### src/rtl/period_generator.sv
// Phase-accumulator clock synthesizer: builds a 50%-duty clk_out of a requested period (ps) from clk.
// Optional deferred (glitch-free) reload is enabled by defining PERIOD_GENERATOR_GLITCHFREE_EN.
module period_generator #(
    parameter int unsigned CLK_PERIOD_1000 = 10000,  // system clock period in ps, must be > 0
    parameter int unsigned LOCK_CYCLES     = 4       // 1..255
) (
    input  logic        clk,
    input  logic        reset,
    input  logic [31:0] period_1000,
    input  logic        load,
    output logic        clk_out,
    output logic        locked,
    output logic        invalid,
    output logic [31:0] active_period_1000
);

    localparam logic [32:0] INC         = 33'(CLK_PERIOD_1000) << 1;
    localparam logic [7:0]  LOCK_TARGET = 8'(LOCK_CYCLES);

    typedef enum logic [1:0] {StIdle, StRun, StLocked, StInvalid} state_e;

    state_e      state_q;
    logic [32:0] acc_q;
    logic [7:0]  lock_cnt_q;

    logic [32:0] sum;
    logic [32:0] period_ext;
    logic        wrap;
    logic        load_valid;
    logic        running;
    logic        do_start;
    logic [31:0] start_period;
    logic        start_valid;

`ifdef PERIOD_GENERATOR_GLITCHFREE_EN
    logic        pending_q;
    logic [31:0] pending_period_q;
    logic        pend_set;
    logic        pend_clr;
`endif

    always_comb begin
        sum          = acc_q + INC;
        period_ext   = {1'b0, active_period_1000};
        wrap         = (sum >= period_ext);
        load_valid   = ({1'b0, period_1000} >= INC);
        running      = (state_q == StRun) || (state_q == StLocked);
        do_start     = load;
        start_period = period_1000;
        start_valid  = load_valid;
`ifdef PERIOD_GENERATOR_GLITCHFREE_EN
        pend_set = 1'b0;
        pend_clr = 1'b0;
        // A valid reload during a high phase waits for the next falling edge.
        if (load && load_valid && running && clk_out) begin
            if (wrap) begin
                pend_clr = 1'b1;
            end else begin
                do_start = 1'b0;
                pend_set = 1'b1;
            end
        end else if (load) begin
            pend_clr = 1'b1;
        end else if (pending_q && running && clk_out && wrap) begin
            do_start     = 1'b1;
            start_period = pending_period_q;
            start_valid  = 1'b1;
            pend_clr     = 1'b1;
        end
`endif
    end

    always_ff @(posedge clk) begin
        if (reset) begin
            state_q            <= StIdle;
            acc_q              <= '0;
            lock_cnt_q         <= '0;
            clk_out            <= 1'b0;
            locked             <= 1'b0;
            invalid            <= 1'b0;
            active_period_1000 <= '0;
        end else if (do_start) begin
            acc_q              <= '0;
            lock_cnt_q         <= '0;
            clk_out            <= 1'b0;
            locked             <= 1'b0;
            invalid            <= ~start_valid;
            active_period_1000 <= start_valid ? start_period : 32'd0;
            state_q            <= start_valid ? StRun : StInvalid;
        end else if (running) begin
            if (wrap) begin
                acc_q   <= sum - period_ext;
                clk_out <= ~clk_out;
                // Count rising edges only while still acquiring lock.
                if (!clk_out && state_q == StRun) begin
                    if (lock_cnt_q != 8'hFF) begin
                        lock_cnt_q <= lock_cnt_q + 8'd1;
                    end
                    if (lock_cnt_q + 8'd1 == LOCK_TARGET) begin
                        state_q <= StLocked;
                        locked  <= 1'b1;
                    end
                end
            end else begin
                acc_q <= sum;
            end
        end
    end

`ifdef PERIOD_GENERATOR_GLITCHFREE_EN
    always_ff @(posedge clk) begin
        if (reset) begin
            pending_q        <= 1'b0;
            pending_period_q <= '0;
        end else if (pend_set) begin
            pending_q        <= 1'b1;
            pending_period_q <= period_1000;
        end else if (pend_clr) begin
            pending_q <= 1'b0;
        end
    end
`endif

endmodule

### config.mk
export PLATFORM = sky130hd
export DESIGN_NAME = period_generator
export DESIGN_NICKNAME = d
export VERILOG_FILES = /design/src/rtl/period_generator.sv
export SDC_FILE = /design/constraint.sdc
export NUM_CORES = 1
export LEC_CHECK = 0
export ABC_AREA = 1
export BUFFER_PORTS_ARGS = -buffer_cell sky130_fd_sc_hd__buf_2
export CAP_MARGIN = 40
export CORE_AREA = 2 2 119 133
export DETAILED_ROUTE_END_ITERATION = 12
export DIE_AREA = 0 0 121 135
export SYNTH_ARGS = -nofsm -noshare
export SYNTH_HDL_FRONTEND = slang
export SYNTH_SLANG_ARGS = --single-unit
### constraint.sdc
create_clock -name clk -period 3.35 [get_ports clk]
set_input_delay 0.335 -clock clk [delete_from_list [all_inputs] [get_ports clk]]
set_output_delay 0.335 -clock clk [all_outputs]
set_load 0.005 [all_outputs]
== After elaboration in Yosys (flattened, before gate mapping) ==
Cells that the tools add are included.
Storage, ports and cells
  register bits after elaboration: 78
  input port bits: 35
  word-level logic and storage cells: 38
Operators by class
  $add $sub $neg: 3
  $lt $le $gt $ge: 2
  eq/ne operators: 4
  muxes and demuxes: 8
  bitwise operators: 2
  reductions and logical operators: 12
Operator list (number)
  $add 33x15->33 const B: 1
  $ge 33x32->1: 1
  $mux 33: 1
  $sub 33x32->33: 1
  $ge 32x15->1 const B: 1
  $mux 32: 1
  $mux 2: 6
  $reduce_and 4->1: 3
  $add 8x1->8 const B: 1
  $eq 8x3->1 const B: 1
  $ne 8x8->1 const B: 1
  $reduce_bool 2->1: 4
  $eq 2x1->1 const B: 1
  $eq 2x2->1 const B: 1
  $not 1->1: 2
  $reduce_and 2->1: 1
  $reduce_or 2->1: 1
  $logic_and 1x1->1: 1
  $logic_not 1->1: 1
  $logic_or 1x1->1: 1

== Longest topological paths before layout ==
Gate-level depths: netlist of run 1.
  word-level depth: 7
  depth in mapped cells: 26
  mapped depth without buffers: 26

== Least setup slack after synthesis of run 1 ==
No wires, ideal clock.
  path type: register -> register
  start: register acc_q[5]
  end: register lock_cnt_q[6]
  library setup time: 0.114 ns
  data arrival time: 2.914 ns
  data required time: 3.236 ns
  setup slack: 0.322 ns
  cell stages (with the launch flop): 24
  buffers on the path: 1
  period minus slack after synthesis: 3.028 ns
  cell sequence: dfxtp_1 ha_1 nand3_1 nand2_1 inv_1 o21ai_2 inv_1 nor2_1 nand2_1 nand2_1 nand2_1 ha_1 nand2_1 nor2_2 nand2_1 nor2_2 nand3_1 nand3_2 nor2_8 nand2_8 nand3_4 buf_6 a21oi_1 nor2_1
On the way
  cells in the longest elaborated chain, start to end: 3
Ends and longest elaborated chain
  start: declaration: RTL line 23  | logic [32:0] acc_q;
  start signal: assignment: RTL line 92  | acc_q <= sum - period_ext;
  start signal: assignment: RTL line 105  | acc_q <= sum;
  $add 33x15->33: RTL line 43  | sum = acc_q + INC;
  $ge 33x32->1: RTL line 45  | wrap = (sum >= period_ext);
  $reduce_and 4->1 (no line)
  end signal: assignment: RTL line 97  | lock_cnt_q <= lock_cnt_q + 8'd1;
  end: declaration: RTL line 24  | logic [7:0] lock_cnt_q;
No other way between the ends.
A chain may end at the register's enable or synchronous reset.

== Worst setup path in the final report of run 1 ==
  start: register acc_q[11]
  end: register acc_q[31]
On the way
  cells in the longest elaborated chain, start to end: 3
  elaborated cells between the ends (all ways): 4
Ends and longest elaborated chain
  $add 33x15->33 *: RTL line 43
  $sub 33x32->33 or $ge 33x32->1 (tied branches): RTL line 92, 45
  $mux 33 *: RTL line 91  | if (wrap) begin
Mark *: on every way between the ends. The rest lies on a longest branch, timed or not.

==> key figures, run 1 <==
Placed design
  • Placed Area: approximately 7400 um2
  • I/O Buffers: between 60 and 70
  • HPWL after DPL: 16000 um
  • GPL Wtd Cong: 0.900

Power and ir drop
  • Comb pwr share: 0.422
  • Net Sw Power: between 1500 and 2000 uW
  • Maximum VDD drop: ~0.24 mV
  • P_int: ~2300 uW
  • LEAKAGE: 0.00427 uW
  • Clk pwr share: 0.311
  • Switch share: 0.393
  • Seq pwr share: 0.268
  • Power per cell area: about 480 nW/um2

Synth
  • Cell Area, Synth: 6640 um2
  • Post-Synthesis Cells: between 1000 and 1500
  • Syn Nets: 1200
  • Seq/Total Area, Yosys: 0.235
  • Avg Cell Area, Syn: 5.88 um2
  • FFs w/ async S/R, synth: 0
  • Yosys warnings: 0
  • Synthesis-stage register bit count: 78
  • Post-synth cell types: between 40 and 50
  • Post-synth EDFFs: 0
  • Most used DFF post-synth: dfxtp_1

Setup path
  • Worst path arrival time: about 3500 ps
  • Critical Path Start: acc_q[11]$_SDFFE_PP0P_
  • Critical path class: register to register
  • Cell count of the worst reg-to-reg path: 21
  • Setup crit end kind: register
  • CP max FO: 4
  • Worst EP required: 3610 ps
  • FF-to-FF Start: acc_q[11]$_SDFFE_PP0P_
  • Critical Path Source Type: register

Hold path
  • Worst Hold Class: input port to register
  • Worst hold stages: 2
  • Worst Hold Launch: reset

Timing
  • WHS: 191 ps
  • Worst clock skew: 11.3 ps
  • RSZ-0062 raised after global routing: true
  • Finish-stage setup viols: 0
  • Fin crit period: roughly 3200 ps
  • Max Freq: 311 MHz
  • Final Hold Viols: 0
  • Worst-Margin Slew: ~420 ps
  • Fin Setup TNS: 0 ps
  • Relative slew slack: 0.716
  • Slew Limit Fails: 0
  • Tcrit/Tclk final: 0.960

Floorplan
  • Die width: between 100 and 150 um
  • Starting Density: 0.446
  • I/O pin cnt: 70
  • Cell Rows: 47
  • Die ar.: around 16000 um2
  • Vert. Die Dim: between 100 and 150 um
  • Core area: 14900 um2

Clocking
  • CTS root buffer: clkbuf_16
  • Clock latency at the later pin of the worst-skew pair: 360 ps
  • Post-CTS Hold Fix Bufs: 0
  • Clock sink total: approximately 80
  • Register clock-pin slew on the reported worst setup and hold paths: about 60 ps
  • Max Root-Sink Buffers: 2
  • CTS tree: built
  • Num CTS Buffers: 9
  • CTS H-tree depth: 3

Global routing
  • GRT Total Usage: 0.253
  • Initial antenna violation count: 0
  • First-pass GRT wire length: roughly 32000 um
  • Vias in the first global route: between 6000 and 7000
  • Largest net degree at the start of global routing: 34
  • Gr ovfl total: 0

Final layout
  • ANT cells: 0
  • Final net count: ~1300
  • Most common cell after layout, fill and taps aside: nand2_1
  • Most frequent cells in the layout: nand2_1 (352), inv_1 (195), nand3_1 (104)
  • Fin area: 8060 um2
  • Layout cells sized above 1: 0.178
  • Area grow syn2layout: 21.5%
  • Post-layout util: 0.542

Job
  • Max cap viols: 0

Run status
  • Status: finished, final reports clean

Routing
  • Drt drc: 0
  • DRT Pass-1 Iters: 7
  • Via density: 4.97
  • Antenna viol nets, final: 0
  • Routed WL: 20300 um
  • Drt initial violations: ~370
  • Drt wl/cell: ~14 um
  • Via count: 7105
## area by class of cell
type                       instances  area, um2
multi-input combinational        824       4430
timing repair buffer             110        681
sequential                        78       1570
inverter                         205        777
clock inverter                     5        105
fill                            1530       6820
tap                              196        245
clock buffer                      11        253
## metal layers
| metal | wire, um | share of wire | GRT usage | vias up |
|---|---|---|---|---|
| li1 | - | - | - | 3714 |
| met1 | 8630 | 0.43 | 0.297 | 3195 |
| met2 | 10100 | 0.50 | 0.457 | 149 |
| met3 | 702 | 0.035 | 0.0262 | 47 |
| met4 | 837 | 0.041 | 0.125 | 0 |
| met5 | 0 | 0 | 0 | - |
## cell usage after synthesis, types with 3 or more instances
| cell type | count | area [um2] |
|---|---|---|
| nand2_4 | 4 | 45.0 |
| nor2_2 | 7 | 43.8 |
| nor3_1 | 10 | 50.1 |
| or2_2 | 3 | 18.8 |
| clkbuf_1 | 15 | 56.3 |
| inv_1 | 197 | 739 |
| nor4_1 | 3 | 18.8 |
| buf_2 | 3 | 15.0 |
| ha_1 | 35 | 438 |
| o211ai_2 | 3 | 37.5 |
| o21ai_0 | 48 | 240 |
| inv_2 | 6 | 22.5 |
| buf_6 | 4 | 45.0 |
| nand4_1 | 7 | 43.8 |
| dfxtp_1 | 78 | 1560 |
| nand3b_1 | 8 | 60.1 |
| nand2_2 | 7 | 43.8 |
| xor2_1 | 35 | 307 |
| a21oi_1 | 58 | 290 |
| nand3_2 | 5 | 50.1 |
| nor2_1 | 102 | 383 |
| nand3_1 | 105 | 526 |
| xnor2_1 | 3 | 26.3 |
| o21bai_1 | 4 | 30.0 |
| nand2_1 | 359 | 1350 |
## flip-flops by register name, summed over array words and instances, names as in the netlist
signal / count
state_q: 2
acc_q: 33
locked: 1
invalid: 1
lock_cnt_q: 8
active_period_1000: 32
clk_out: 1
## power groups by stage
stage,sequential [uW],combinational [uW],clock (uW)
floorplan,1040,1090,0
global placement,1040,1520,0
CTS,1020,1540,1210
detailed placement,1040,1520,0
global route,1030,1820,1250
finish,1030,1620,1190
## worst max-delay path, stage by stage, from the launching register on
cell and delay (ps):
dfxtp_1 320, inv_2 90, nand2_2 80, nor2_2 140, nand2_2 90, nand2_2 100
nand2_4 70, nand2_1 150, xor2_1 390, ha_1 370, nand2_1 160, inv_1 50
a21oi_1 220, nor2_1 60, nor2_1 220, nor2_1 80, nor2_1 180, nand3_1 100
nand3_1 90, nand3_1 60, nand2_1 70, inv_1 30
## stage by stage
stage	instances	total power (uW)	setup WS, ps
finish	1429	3840	133
global route	1429	4110	-20.0
CTS	1423	3770	17.1
detailed placement	1407	2570	-54.5
global placement	1406	2560	-10.2
floorplan	1129	2130	322
## final timing paths
kind	endpoint	slack (ps)
setup / recovery	acc_q[31]$_SDFFE_PP0P_	130
hold / removal	state_q[0]$_SDFFE_PP0P_	190
setup reg to reg	acc_q[31]$_SDFFE_PP0P_	130
hold reg to reg	locked$_SDFFE_PP0P_	460
## cell families after synthesis
logic type               count (synthesis)  synth area share
buffers and inverters                  229             0.137
adder cells (fa/ha/maj)                 36            0.0690
flip-flops                              78             0.235
AO/OA/AOI/OAI                          120            0.0976
AND/OR/NAND/NOR                        628             0.411
XOR/XNOR                                38            0.0501
## what timing repair did
| action | CTS | global route |
|---|---|---|
| setup buffers | 0 | 4 |
| endpoints found under the setup margin | 21 | 45 |
| gates cloned | 0 | 2 |
| gates resized for setup | 5 | 55 |
| pin swaps | 1 | 21 |
Note: power is estimated with default switching activity, not from simulation.
==> inputs of run 2 (changes only) <==
PLACE_DENSITY = 0.73   (was unset)
==> run 2 against run 1 <==
Worst setup slack improved by 60 ps. Largest cell class unchanged. Register-to-register slack better by 60 ps. Highest routed layer unchanged. Critical path depth decreased by 1. Global-route usage shrank 1.2 points. Combinational power barely moved. Fmax grew 1.9%.
==> key figures, run 2 (same netlist as run 1, synthesis figures left out) <==
Clocking
  • Num CTS Buffers: 9
  • Post-CTS Hold Fix Bufs: 0
  • CTS H-tree depth: 3
  • CTS root buffer: clkbuf_16
  • Clock sink total: between 70 and 80
  • Max Root-Sink Buffers: 2
  • Register clock-pin slew on the reported worst setup and hold paths: roughly 60 ps
  • CTS tree: built
  • Clock latency at the later pin of the worst-skew pair: roughly 350 ps

Placed design
  • HPWL after DPL: 15200 um
  • I/O Buffers: 69
  • # placed instances: around 1400
  • Placed Area: approximately 7400 um2
  • GPL Wtd Cong: around 0.96

Setup path
  • Setup crit end kind: register
  • FF-to-FF Start: acc_q[6]$_SDFFE_PP0P_
  • R2R Path End: acc_q[22]$_SDFFE_PP0P_
  • Critical Path Source Type: register
  • Cell count of the worst reg-to-reg path: 20
  • Critical path class: register to register
  • Worst EP required: about 3600 ps
  • FF-to-FF setup slack: about 190 ps
  • Worst path arrival time: ~3400 ps
  • CP max FO: 10

Global routing
  • Largest net degree at the start of global routing: 61
  • GRT Total Usage: 0.241
  • Vias in the first global route: 6720
  • Gr ovfl total: 0
  • First-pass GRT wire length: 31200 um
  • Initial antenna violation count: 0

Routing
  • Drt drc: 0
  • Antenna viol nets, final: 0
  • Post-Route M1 WL: a little over 8000 um
  • Via count: 7247
  • WL met2: 9480 um
  • Routed WL: between 15000 and 20000 um
  • Drt initial violations: between 500 and 600
  • Drt wl/cell: about 14 um
  • DRT Pass-1 Iters: 5
  • WL met3: 1070 um
  • Top Metal Used: met4
  • Via density: 5.09

Floorplan
  • Die width: 121 um
  • Die ar.: around 16000 um2
  • Core area: 14900 um2
  • I/O pin cnt: 70
  • Vert. Die Dim: 135 um
  • Starting Density: 0.446
  • Cell Rows: 47

Timing
  • Relative slew slack: 0.582
  • RSZ-0062 raised after global routing: true
  • Worst-Margin Slew: approximately 630 ps
  • Slew Limit Fails: 0
  • Tcrit/Tclk final: 0.942
  • Finish-stage setup viols: 0
  • Final Hold Viols: 0
  • Fin Setup TNS: 0 ps
  • Fin crit period: roughly 3200 ps
  • Worst clock skew: about 6.2 ps
  • Max Freq: 317 MHz

Power and ir drop
  • Power per cell area: roughly 470 nW/um2
  • LEAKAGE: around 0.0043 uW
  • Maximum VDD drop: approximately 0.33 mV
  • Overall Power: roughly 3700 uW

Final layout
  • Most frequent cells in the layout: nand2_1 (354), inv_1 (196), nand3_1 (104)
  • Area grow syn2layout: 20.2%
  • Post-route insts no fill: about 1400
  • Max reg flops: 33
  • Fill cell count: 1480
  • Area of the multi-input gates: 4430 um2
  • Fin area: between 7000 and 8000 um2
  • Most common cell after layout, fill and taps aside: nand2_1
  • Leading registers by flop count: acc_q x33, active_period_1000 x32, lock_cnt_q x8
  • Post-layout util: 0.536
  • Register area: 1580 um2
  • ANT cells: 0
  • Layout cells sized above 1: 0.174
  • Final net count: between 1000 and 1500
  • Reg with most FFs: acc_q

Hold path
  • Worst hold stages: 3
  • Worst Hold Class: input port to register
  • Hold Path End: active_period_1000[4]$_SDFFE_PP0P_
  • Worst Hold Launch: period_1000[4]

Job
  • Max cap viols: 0

Run status
  • Status: finished, final reports clean
==> run 2: changes by cell type in the layout (fill, tap and decap cells not counted), moves of 3 or more <==
| cell | before | now |
|---|---|---|
| a21oi_1 | 53 | 49 |
| a21oi_2 | 6 | 10 |
| ha_1 | 26 | 30 |
| buf_4 | 38 | 34 |
| ha_4 | 8 | 4 |
| xor2_1 | 31 | 28 |
==> run 2: layout make-up <==
type	instances	area share
clock inverter	5	0.0103
tap	196	0.0307
timing repair buffer	105	0.0801
clock buffer	11	0.0292
inverter	205	0.0974
multi-input combinational	825	0.555
sequential	78	0.197
==> run 2: worst max-delay path by stage <==
stage / startpoint / to
6_report: acc_q[6]$_SDFFE_PP0P_ / acc_q[22]$_SDFFE_PP0P_
5_1_grt: acc_q[6]$_SDFFE_PP0P_ / acc_q[29]$_SDFFE_PP0P_
4_1_cts: acc_q[5]$_SDFFE_PP0P_ / lock_cnt_q[2]$_SDFFE_PP0P_
3_5_place_dp: acc_q[5]$_SDFFE_PP0P_ / lock_cnt_q[0]$_SDFFE_PP0P_
3_3_place_gp: acc_q[5]$_SDFFE_PP0P_ / lock_cnt_q[0]$_SDFFE_PP0P_
2_1_floorplan: acc_q[5]$_SDFFE_PP0P_ / lock_cnt_q[6]$_SDFFE_PP0P_
==> run 2: power breakdown <==
part | switching (uW) | total (uW) | internal (uW)
sequential | 42.6 | 1030 | 984
combinational | 1050 | 1620 | 569
clock | 414 | 1070 | 656
total | 1510 | 3710 | 2210
==> run 2: timing repair <==
action | CTS | global route
gates resized for setup | 7 | 54
setup buffers | 0 | 3
pin swaps | 1 | 13
gates cloned | 0 | 3
endpoints found under the setup margin | 32 | 45
==> run 2: per-stage QoR <==
stage	hold slack (ps)	setup WS, ps
finish	213	193
global route	219	-29.4
CTS	205	1.17
detailed placement	451	-59.1
global placement	439	39.7
floorplan	397	322
==> run 2: layer usage <==
metal | global-route usage | vias up
li1 | - | 3704
met1 | 0.284 | 3244
met2 | 0.425 | 239
met3 | 0.0372 | 60
met4 | 0.117 | 0
met5 | 0 | -
==> run 2: worst max-delay path, cell delays in order, from the launching register on <==
cell and delay, ps:
dfxtp_1 390, ha_4 160, nand3_2 120, nand2_2 110
inv_1 70, o21ai_4 230, xor2_1 330, ha_1 340
nand2_1 130, inv_1 50, nand2_1 60, nand2_1 70
a21oi_1 160, nand3_2 140, nand2_4 160, nand2_8 110
buf_6 160, nand2_1 70, nand3_1 80, nand2_1 80
inv_1 30
